## config.mk

```make
export PLATFORM = sky130hd
export DESIGN_NAME = dram_port_arbiter
export DESIGN_NICKNAME = d
export VERILOG_FILES = /design/src/rtl/cnn_mem_pkg.sv /design/src/rtl/burst_counter.sv /design/src/rtl/dram_port_arbiter.sv
export SDC_FILE = /design/constraint.sdc
export NUM_CORES = 1
export LEC_CHECK = 0
export ABC_AREA = 0
export CORE_MARGIN = 2
export CORE_UTILIZATION = 24
export CTS_CLUSTER_SIZE = 25
export DETAILED_ROUTE_END_ITERATION = 12
export GPL_TIMING_DRIVEN = 0
export PLACE_DENSITY_LB_ADDON = 0.25
export SYNTH_ARGS = -nofsm -noshare
export SYNTH_HDL_FRONTEND = slang
export SYNTH_SLANG_ARGS = --single-unit
```

## constraint.sdc

```tcl
create_clock -name clk -period 3.1 [get_ports clk]
set_clock_uncertainty 0.05 [all_clocks]
set_input_delay 0.465 -clock clk [delete_from_list [all_inputs] [get_ports clk]]
set_output_delay 0.465 -clock clk [all_outputs]
set_load 0.01 [all_outputs]
```

## src/rtl/cnn_mem_pkg.sv

```systemverilog
// cnn_mem_pkg: shared DRAM-port types and default sizes.
// Holds the arbiter FSM state enum, the port-owner encoding and the
// default ADDR_W / DATA_W / BURST_LEN values used by dram_port_arbiter.
package cnn_mem_pkg;
  localparam int ADDR_W_DEF = 10;
  localparam int DATA_W_DEF = 16;
  localparam int BURST_LEN_DEF = 4;
  typedef enum logic [1:0] {IDLE, RD_BURST, WR_BURST} state_t;
  typedef enum logic {OWN_RD, OWN_WR} owner_t;
endpackage

```

## src/rtl/burst_counter.sv

```systemverilog
// burst_counter: beat counter for one granted burst with completion flag.
// Ports: clk, rst (sync active-low), clear (restart the burst count),
// inc (one beat issued), last (current beat is the final one, count == N-1).
module burst_counter #(
  parameter int N = 4
) (
  input  logic clk,
  input  logic rst,
  input  logic clear,
  input  logic inc,
  output logic last
);
  localparam int W = $clog2(N);
  logic [W-1:0] cnt;
  always_ff @(posedge clk)
    if (!rst || clear) cnt <= '0;
    else if (inc) cnt <= cnt + 1'b1;
  assign last = cnt == W'(N - 1);
endmodule

```

## src/rtl/dram_port_arbiter.sv

```systemverilog
// dram_port_arbiter: shares one DRAM port between a FIFO-fill reader and a psum writer.
// Ports: clk, rst (sync active-low); rd_req/rd_addr/rd_gnt and rd_valid/rd_data
// (read requester and its one-cycle-late return); wr_req/wr_addr/wr_data/wr_gnt
// (writeback requester); mem_en/mem_we/mem_addr/mem_wdata/mem_rdata/mem_stall
// (shared DRAM port). Bursts are at most BURST_LEN beats; contention in IDLE is
// round-robin, or always won by writes when WR_PRIORITY_EN is defined.
module dram_port_arbiter
  import cnn_mem_pkg::*;
#(
  parameter int ADDR_W = ADDR_W_DEF,
  parameter int DATA_W = DATA_W_DEF,
  parameter int BURST_LEN = BURST_LEN_DEF
) (
  input  logic              clk,
  input  logic              rst,
  input  logic              rd_req,
  input  logic [ADDR_W-1:0] rd_addr,
  output logic              rd_gnt,
  output logic              rd_valid,
  output logic [DATA_W-1:0] rd_data,
  input  logic              wr_req,
  input  logic [ADDR_W-1:0] wr_addr,
  input  logic [DATA_W-1:0] wr_data,
  output logic              wr_gnt,
  output logic              mem_en,
  output logic              mem_we,
  output logic [ADDR_W-1:0] mem_addr,
  output logic [DATA_W-1:0] mem_wdata,
  input  logic [DATA_W-1:0] mem_rdata,
  input  logic              mem_stall
);
  state_t state, state_nx;
  owner_t last_owner, owner_nx;
  logic last, gnt, pick_wr, owner_req, rv_q;
`ifdef WR_PRIORITY_EN
  assign pick_wr = wr_req;
`else
  assign pick_wr = wr_req & (!rd_req | last_owner == OWN_RD);
`endif
  assign rd_gnt = rst & state == RD_BURST & rd_req & !mem_stall;
  assign wr_gnt = rst & state == WR_BURST & wr_req & !mem_stall;
  assign gnt = rd_gnt | wr_gnt;
  assign owner_req = state == RD_BURST ? rd_req : wr_req;
  assign mem_en = gnt;
  assign mem_we = wr_gnt;
  assign mem_addr = rd_gnt ? rd_addr : wr_gnt ? wr_addr : '0;
  assign mem_wdata = gnt ? wr_data : '0;
  // gating with rst drops the return of a beat granted just before reset
  assign rd_valid = rv_q & rst;
  assign rd_data = rd_valid ? mem_rdata : '0;
  always_comb begin
    state_nx = state;
    owner_nx = last_owner;
    if (state == IDLE) begin
      if (rd_req | wr_req) begin
        state_nx = pick_wr ? WR_BURST : RD_BURST;
        owner_nx = pick_wr ? OWN_WR : OWN_RD;
      end
    end else if (!owner_req || (gnt && last)) state_nx = IDLE;
  end
  always_ff @(posedge clk)
    if (!rst) begin
      state <= IDLE;
      last_owner <= OWN_WR;
      rv_q <= 1'b0;
    end else begin
      state <= state_nx;
      last_owner <= owner_nx;
      rv_q <= rd_gnt;
    end
  burst_counter #(.N(BURST_LEN)) u_cnt (
    .clk(clk),
    .rst(rst),
    .clear(state == IDLE),
    .inc(gnt),
    .last(last)
  );
endmodule

```

==> results of run 1 <==
==> worst register-to-register path: stages (launching register included) <==
cell and delay (ns):
sky130_fd_sc_hd__dfxtp_1 0.49, sky130_fd_sc_hd__nand3b_4 0.14, sky130_fd_sc_hd__a21oi_4 0.28, sky130_fd_sc_hd__mux2i_1 0.23, sky130_fd_sc_hd__nor2_1 0.05
==> worst paths after layout <==
kind / start / end / cells past startpoint / slack (ns)
max: rst / mem_addr[7] / 6 / 0.28
min: u_cnt.cnt[1] / u_cnt.cnt[1] / 2 / 0.46
max reg2reg: state[0] / u_cnt.cnt[1] / 4 / 1.74
min reg2reg: u_cnt.cnt[1] / u_cnt.cnt[1] / 2 / 0.46
==> logic make-up after synthesis <==
| kind of cell | count (synthesis) | synth area share |
|---|---|---|
| simple gates | 51 | 0.4907 |
| compound gates | 18 | 0.2111 |
| buf+inv | 8 | 0.07406 |
| flops | 6 | 0.1778 |
| xor+xnor | 1 | 0.01297 |
| mux | 1 | 0.01482 |
| fa+ha+maj | 1 | 0.01852 |
==> layout by cell type, fill, tap and decap left out, types with 2 or more instances in the layout <==
cell type / Yosys / layout
sky130_fd_sc_hd__clkdlybuf4s50_1: 0 / 103
sky130_fd_sc_hd__and3_1: 17 / 17
sky130_fd_sc_hd__and2_1: 10 / 10
sky130_fd_sc_hd__a22o_1: 10 / 10
sky130_fd_sc_hd__nor2_1: 7 / 7
sky130_fd_sc_hd__and2_2: 7 / 7
sky130_fd_sc_hd__dfxtp_1: 6 / 6
sky130_fd_sc_hd__clkbuf_1: 3 / 3
sky130_fd_sc_hd__o21ai_0: 3 / 3
sky130_fd_sc_hd__nor2b_1: 3 / 3
sky130_fd_sc_hd__a21oi_1: 3 / 3
sky130_fd_sc_hd__clkbuf_4: 0 / 3
sky130_fd_sc_hd__nand2b_1: 2 / 2
sky130_fd_sc_hd__nand3b_4: 2 / 2
sky130_fd_sc_hd__buf_6: 2 / 2
sky130_fd_sc_hd__nand2_1: 2 / 2
==> metrics by stage <==
stage	total power (µW)	util	std cells
floorplan	121.3	-	86
global placement	210.5	0.6440	220
detailed placement	213.3	0.6440	220
CTS	288.0	0.6524	223
global route	298.3	0.6524	223
finish	282.2	0.6524	223
==> per-layer routing <==
layer,share of wire,up-vias,track usage
met5,0,-,0
met4,0.011,0,0.06977
met3,0.095,4,0.04082
met2,0.52,59,0.2874
met1,0.37,453,0.1725
li1,-,516,-
==> layout make-up <==
cell class | instances | area [µm²]
Sequential cell | 6 | 120.1
Fill cell | 230 | 942.2
Clock buffer | 3 | 22.52
Tap cell | 31 | 38.79
Multi-Input combinational cell | 72 | 505.5
Inverter | 1 | 3.754
Timing Repair Buffer | 103 | 1031
Buffer | 7 | 46.29
==> power by group through the flow <==
stage	Sequential, µW	Combinational (µW)	Clock [µW]
2_1_floorplan	87.8	33.5	0
3_3_place_gp	88.7	122	0
3_5_place_dp	89.1	124	0
4_1_cts	87.7	125	75.4
5_1_grt	88.5	133	76.6
6_report	87.9	124	70.6
==> synth_stat cells <==
library cell               number
sky130_fd_sc_hd__o21ai_0        3
sky130_fd_sc_hd__xnor2_1        1
sky130_fd_sc_hd__buf_4          1
sky130_fd_sc_hd__dfxtp_1        6
sky130_fd_sc_hd__and3_1        17
sky130_fd_sc_hd__clkbuf_1       3
sky130_fd_sc_hd__nand3b_4       2
sky130_fd_sc_hd__nand2b_1       2
sky130_fd_sc_hd__a311oi_1       1
sky130_fd_sc_hd__a21oi_4        1
sky130_fd_sc_hd__buf_2          1
sky130_fd_sc_hd__nor2_1         7
sky130_fd_sc_hd__a21oi_1        3
sky130_fd_sc_hd__buf_6          2
sky130_fd_sc_hd__inv_1          1
sky130_fd_sc_hd__ha_1           1
sky130_fd_sc_hd__a22o_1        10
sky130_fd_sc_hd__mux2i_1        1
sky130_fd_sc_hd__nor2b_1        3
sky130_fd_sc_hd__nor3_1         1
sky130_fd_sc_hd__and2_1        10
sky130_fd_sc_hd__and2_2         7
sky130_fd_sc_hd__nand2_1        2
==> flip-flops by register name, summed over array words and instances (netlist names) <==
register / cells
last_owner: 1
rv_q: 1
state: 2
u_cnt.cnt: 2
==> results by stage, run 1 <==
Global routing:
- The initial antenna violation count is 0.
- After global routing the overflow that remains totals 0.
- The maximum number of pins on one net before global-route repair is 12.
- The number of global-route vias before repair is 963.
- For this run, the total global-route usage over all layers was measured as 0.1585.
- The first-pass GRT wire length is 4098 µm.

Route:
- The first-pass iteration count of the detailed router is 2.
- The ratio of routed vias to standard cells is 4.628.
- The first routing iteration left 27 violations.
- Summing over every cut layer, the via total after detailed routing is 1032.
- For this block, the routed nets add up to 2759 µm of wire.
- The post-detailed-route count of antenna-violating nets is 0.
- The per-cell routed wire length is 12.37 µm.
- The number of design rule violations left after detail routing is 0.

Worst setup path:
- The critical setup path kind is input pin to output pin.
- In this design, the critical path's most frequently occurring cell is sky130_fd_sc_hd__clkdlybuf4s50_1.
- STA classifies the critical path startpoint as an input pin.
- The largest driver fanout on the critical path is 11.
- Traced cell by cell, the critical path runs through clkdlybuf4s50_1, nand2b_1, nor2_1, buf_2, a22o_1, clkdlybuf4s50_1.
- The critical path buffer and inverter count is 3.
- The peak per-stage delay on the critical path is 0.55 ns.
- The data required time at the worst endpoint is 2.58 ns.
- Data arrives at the worst endpoint at 2.31 ns.
- For this design, the slowest cell found on the critical path is sky130_fd_sc_hd__clkdlybuf4s50_1.
- STA classifies the critical path endpoint as an output pin.
- The family with the most delay on the worst path is buffers and inverters.

STA:
- The final clock period utilization by the worst path is 0.9105.
- The smallest clock period supported by the final layout is computed as 2.823 ns.
- In the final timing run, aggregate negative setup slack is 0 ns.
- The tightest hold path in the finished design has a slack of 0.4599 ns.
- The worst path setup slack after routing is 0.2773 ns.
- For the pin with the worst max-slew slack, the measured transition is 0.3098 ns.
- The final max-slew violation count is 0.
- The relative slew slack is 0.7932.
- The final hold violation count came to 0.
- Setup violations remaining at the end of the flow were counted as 0.
- The highest clock frequency the design can meet is 354.3 MHz.
- Setup repair after global routing left no endpoint under its margin.

Logic synthesis:
- The post-synthesis instance area is 675.6 µm².
- The number of warning messages in the yosys log is 0.
- Of the post-synthesis cell area, the dominant cell type holds 0.1778.
- The library cell occupying the most area in the post-synthesis netlist is sky130_fd_sc_hd__dfxtp_1.
- Counting distinct cell types in the post-synthesis netlist gives 23.
- The synthesis-stage register bit count is 6.
- The post-synthesis average cell area is 7.856 µm².
- For this run, the register share of the synthesized area comes to 0.1778.
- The number of instances in the synthesized netlist is 86.
- Ranked by total cell area, the synthesized netlist is headed by sky130_fd_sc_hd__dfxtp_1 18%, sky130_fd_sc_hd__and3_1 16%, sky130_fd_sc_hd__a22o_1 13%, sky130_fd_sc_hd__and2_1 9.3%, sky130_fd_sc_hd__and2_2 7.8%.
- The synthesized net count is 144.

Clocking:
- The TritonCTS clock tree is done.
- After clock tree synthesis, the clock-pin slew on the worst setup and hold paths is 0.04 ns.
- The post-cts hold buffer count is 0.
- The number of buffers added for setup after CTS is 0.
- The clock sink count is 6.
- The longest clock path from root to sink contains 2 buffers.
- The number of H-tree branching levels is 1.
- Counting the buffers created by CTS gives 3.
- For the worst-skew pair, the clock arrives at the later sink with an insertion delay of 0.24 ns.
- In this run the clock root is driven by a sky130_fd_sc_hd__clkbuf_4.
- Gates resized during post-CTS repair numbered 0.

Power and ir drop:
- The leakage dissipation is 0.0007476 µW.
- The cell area power density is 159.6 mW/mm².
- The internal power is 215.0 µW.
- The share of total power dissipated in the clock network is 0.250.
- The sequential power share is 0.311.
- The net switching fraction of the power is 0.2382.
- The maximum vdd ir drop is 0.0001248 V.
- The combinational cell fraction of total power is 0.439.
- The analysis attributes to net switching a power of 67.23 µW.

Worst hold path:
- The worst hold path belongs to the class flop to flop.

Finish:
- After routing the design area is 0.001768 mm².
- Compared with the post-synthesis result, the final layout area differs by 161.7%.
- The final net count is 252.
- The proportion of layout cells with a drive suffix above 1 is 0.08854.
- The number of antenna diodes in the final layout is 0.

Job:
- The number of violations of the max-capacitance limit is 0.

Floorplanning:
- The chip width is 57.06 µm.
- The floorplan die height is 57.06 µm.
- For this configuration, the core starts out at a cell density of 0.2493.
- The number of placed I/O pins is 104.
- The floorplan step defined a core boundary enclosing 0.002710 mm².
- The die covers 0.003256 mm².
- The number of core rows is 19.

Placed design:
- The instance area after placement is 0.001745 mm².
- The HPWL after detailed placement is 2383 µm.
- The final RePlAce weighted congestion is 0.7545.
- The count of buffers from port buffering is 103.
- OpenSTA, run right after detailed placement, puts the worst setup slack at 0.2797 ns.

Run status:
- The run finished with clean final reports.
(Power assumes the default switching activity.)
==> run 2: changes to the inputs <==
- CAP_MARGIN: not set -> 25
- REMOVE_ABC_BUFFERS: not set -> 1
==> results by stage, run 2 (synthesized netlist as in run 1, its figures left out) <==
Run status:
- The flow ran to the end, and the final reports show no timing, DRC or antenna violations.

Global routing:
- The first global-routing pass estimated 4422 µm of wire.
- The routing layer with the top usage in global route is met2.
- The met3 routing resource usage after global routing is 0.08163.
- The total global routing track utilization is 0.1704.
- The number of global-route vias before repair is 985.
- The initial antenna violation count is 0.
- Entering global routing, the biggest net connects 23 pins.
- For met1 alone, demand over resource in global routing was 0.1801.
- The total overflow left after global routing is 0.
- The met2 capacity usage during global routing is 0.3021.

STA:
- The final max-slew violation count is 0.
- At the pin with the least slew margin, the transition time is 0.4511 ns.
- The number of setup violations in the final report is 0.
- Across all setup checks in the final design, the least slack found is 0.2498 ns.
- The clock period could shrink to 2.850 ns.
- The final hold violation count is 0.
- Dividing the final minimum period by the clock period gives 0.9194.
- Setup repair after global routing left no endpoint under its margin.
- In this run the tightest slew margin relative to its limit is 0.6989.
- Static timing analysis puts the maximum clock frequency at 350.9 MHz.

Finish:
- The most common cell after layout, fill and taps aside is sky130_fd_sc_hd__clkdlybuf4s50_1.
- After the last flow step, the layout net total stands at 245.
- The antenna cell count is 0.
- The area added between synthesis and finish is 155.6%.
- In the final layout, the registers with the most flip-flops are state: 2 flops, u_cnt.cnt: 2 flops.
- Of the cells placed in the final design, the portion with a size suffix greater than 1 is 0.08649.
- The number of fillers in the final layout is 220.
- In the final layout, the multi-input gates occupy 515.5 µm².
- Across the whole layout, storage elements account for 120.1 µm².
- At the end of the flow the core is filled with cells to 0.6371.
- The top cell types in the final layout, fill and taps aside, are 102 x sky130_fd_sc_hd__clkdlybuf4s50_1, 17 x sky130_fd_sc_hd__and3_1, 10 x sky130_fd_sc_hd__and2_1, 10 x sky130_fd_sc_hd__a22o_1, 7 x sky130_fd_sc_hd__and2_2.
- After the flow finishes, the layout carries non-filler instances totaling 216.

Worst setup path:
- The slowest stage of the critical path is the sky130_fd_sc_hd__clkdlybuf4s50_1 cell.
- The peak per-stage delay on the critical path is 0.54 ns.
- The worst endpoint data arrival time is 2.34 ns.
- Of all nets on the critical path, the largest fanout is 11.
- The data required time at the worst endpoint is 2.58 ns.
- The cell with the most instances on the worst path is sky130_fd_sc_hd__clkdlybuf4s50_1.
- STA classifies the critical path startpoint as an input pin.
- Walking the worst path, the cells encountered are clkdlybuf4s50_1, nand2b_1, nor2_2, a22o_1, clkdlybuf4s50_1.
- The worst setup path is of the input pin to output pin kind.
- The endpoint type of the worst setup path is an output pin.

Floorplanning:
- The die covers 0.003256 mm².
- In this run the vertical extent of the chip is 57.06 µm.
- During I/O placement, the number of pins put on the boundary was 104.
- The number of core rows is 19.
- The area of the core is 0.002710 mm².
- The die is 57.06 µm wide.
- The initial utilization of the core area, before any placement, comes to 0.2493.

Route:
- The total number of vias is 1018.
- The ratio of routed vias to standard cells is 4.713.
- The routed design has 2852 µm of wire.
- The first-pass iteration count of the detailed router is 4.
- Once detail routing completed, the nets flagged for antenna violations numbered 0.
- After detailed routing, the average wire length per cell comes to 13.20 µm.
- The number of design rule violations left after detail routing is 0.
- The first-iteration detailed-routing DRC count is 33.

Placed design:
- Detailed placement finished with a half-perimeter wire length of 2442 µm.
- Prior to clock tree synthesis, the placed netlist has a worst setup slack of -0.3916 ns.
- At the end of routability-driven placement, the weighted congestion stood at 0.7934.
- The count of buffers from port buffering is 103.
- The placed instance count is 213.

Clocking:
- The root buffer cell chosen for the clock tree is sky130_fd_sc_hd__clkbuf_4.
- For the worst-skew pair, the clock arrives at the later sink with an insertion delay of 0.24 ns.
- TritonCTS built the clock tree.
- CTS built an H-tree with a depth of 1.
- The maximum buffer depth of the clock tree is 2.
- The clock sink count is 6.
- Clock-pin slew was measured on the worst setup and hold paths at 0.04 ns.
- The number of buffers added by the clock tree synthesis step is 3.

Power and ir drop:
- The worst-case IR drop observed on VDD is 0.0001622 V.
- The overall power after layout is 279.7 µW.
- The cell area power density is 162.0 mW/mm².
- For this design the static power due to leakage is 0.0007209 µW.

Job:
- The number of violations of the max-capacitance limit is 0.

Worst hold path:
- The worst hold path class is flop to flop.
## run 2: changes by cell type in the layout (fill, tap and decap cells not counted), sizes merged
cell | previous run | this run
clkbuf | 6 | 4
buf | 4 | 0
clkdlybuf4s50 | 103 | 102
## run 2: final timing paths
| check | depth (start not counted) | start | end | slack (ns) |
|---|---|---|---|---|
| max reg2reg | 4 | state[1] | u_cnt.cnt[1] | 1.64 |
| min | 2 | u_cnt.cnt[1] | u_cnt.cnt[1] | 0.47 |
| max | 5 | mem_stall | mem_addr[0] | 0.25 |
| min reg2reg | 2 | u_cnt.cnt[1] | u_cnt.cnt[1] | 0.47 |
## run 2: metrics by stage
stage	area (µm²)	hold WS [ns]	setup TNS, ns
after floorplan	629.4	0.4146	0
after global placement	1699	0.4352	-3.445
after detailed placement	1699	0.4704	-6.110
after CTS	1730	0.4810	0
after global routing	1727	0.5111	0
final	1727	0.4672	0
## run 2: where the power goes
group | switching, µW | internal, µW | leakage, µW
Clock | 27.4 | 43.7 | 0.0000138
Combinational | 32.9 | 87.4 | 0.000658
Sequential | 7.01 | 81.3 | 0.0000490
## run 2: critical path, delay by kind of cell
kind,cells,cell delay [ns]
and+or+nand+nor,2,0.70
AOI/OAI and AO/OA,1,0.22
buffers and inverters,2,0.95
## run 2: layout make-up
class	count	area share
Timing Repair Buffer	103	0.5942
Sequential cell	6	0.06956
Clock buffer	3	0.01304
Tap cell	31	0.02246
Multi-Input combinational cell	72	0.2985
Inverter	1	0.002174
## run 2: repair_timing
| action | 4_1_cts | 5_1_grt |
|---|---|---|
| setup endpoints to repair | 29 | 26 |
| setup buffers | 0 | 0 |
| resized for setup | 4 | 2 |
| hold buffers | 0 | 0 |
| endpoints found under the hold margin | 0 | 0 |
## run 2: layer usage
layer,wire length (µm),vias up
met2,1406,71
met5,0,-
met3,381,4
met4,42,0
li1,-,504
met1,1021,439
==> run 3: changes to the inputs <==
- REMOVE_ABC_BUFFERS: 1 -> not set
==> results of run 3 <==
Final layout, timing and power as in run 1 (identical DEF).
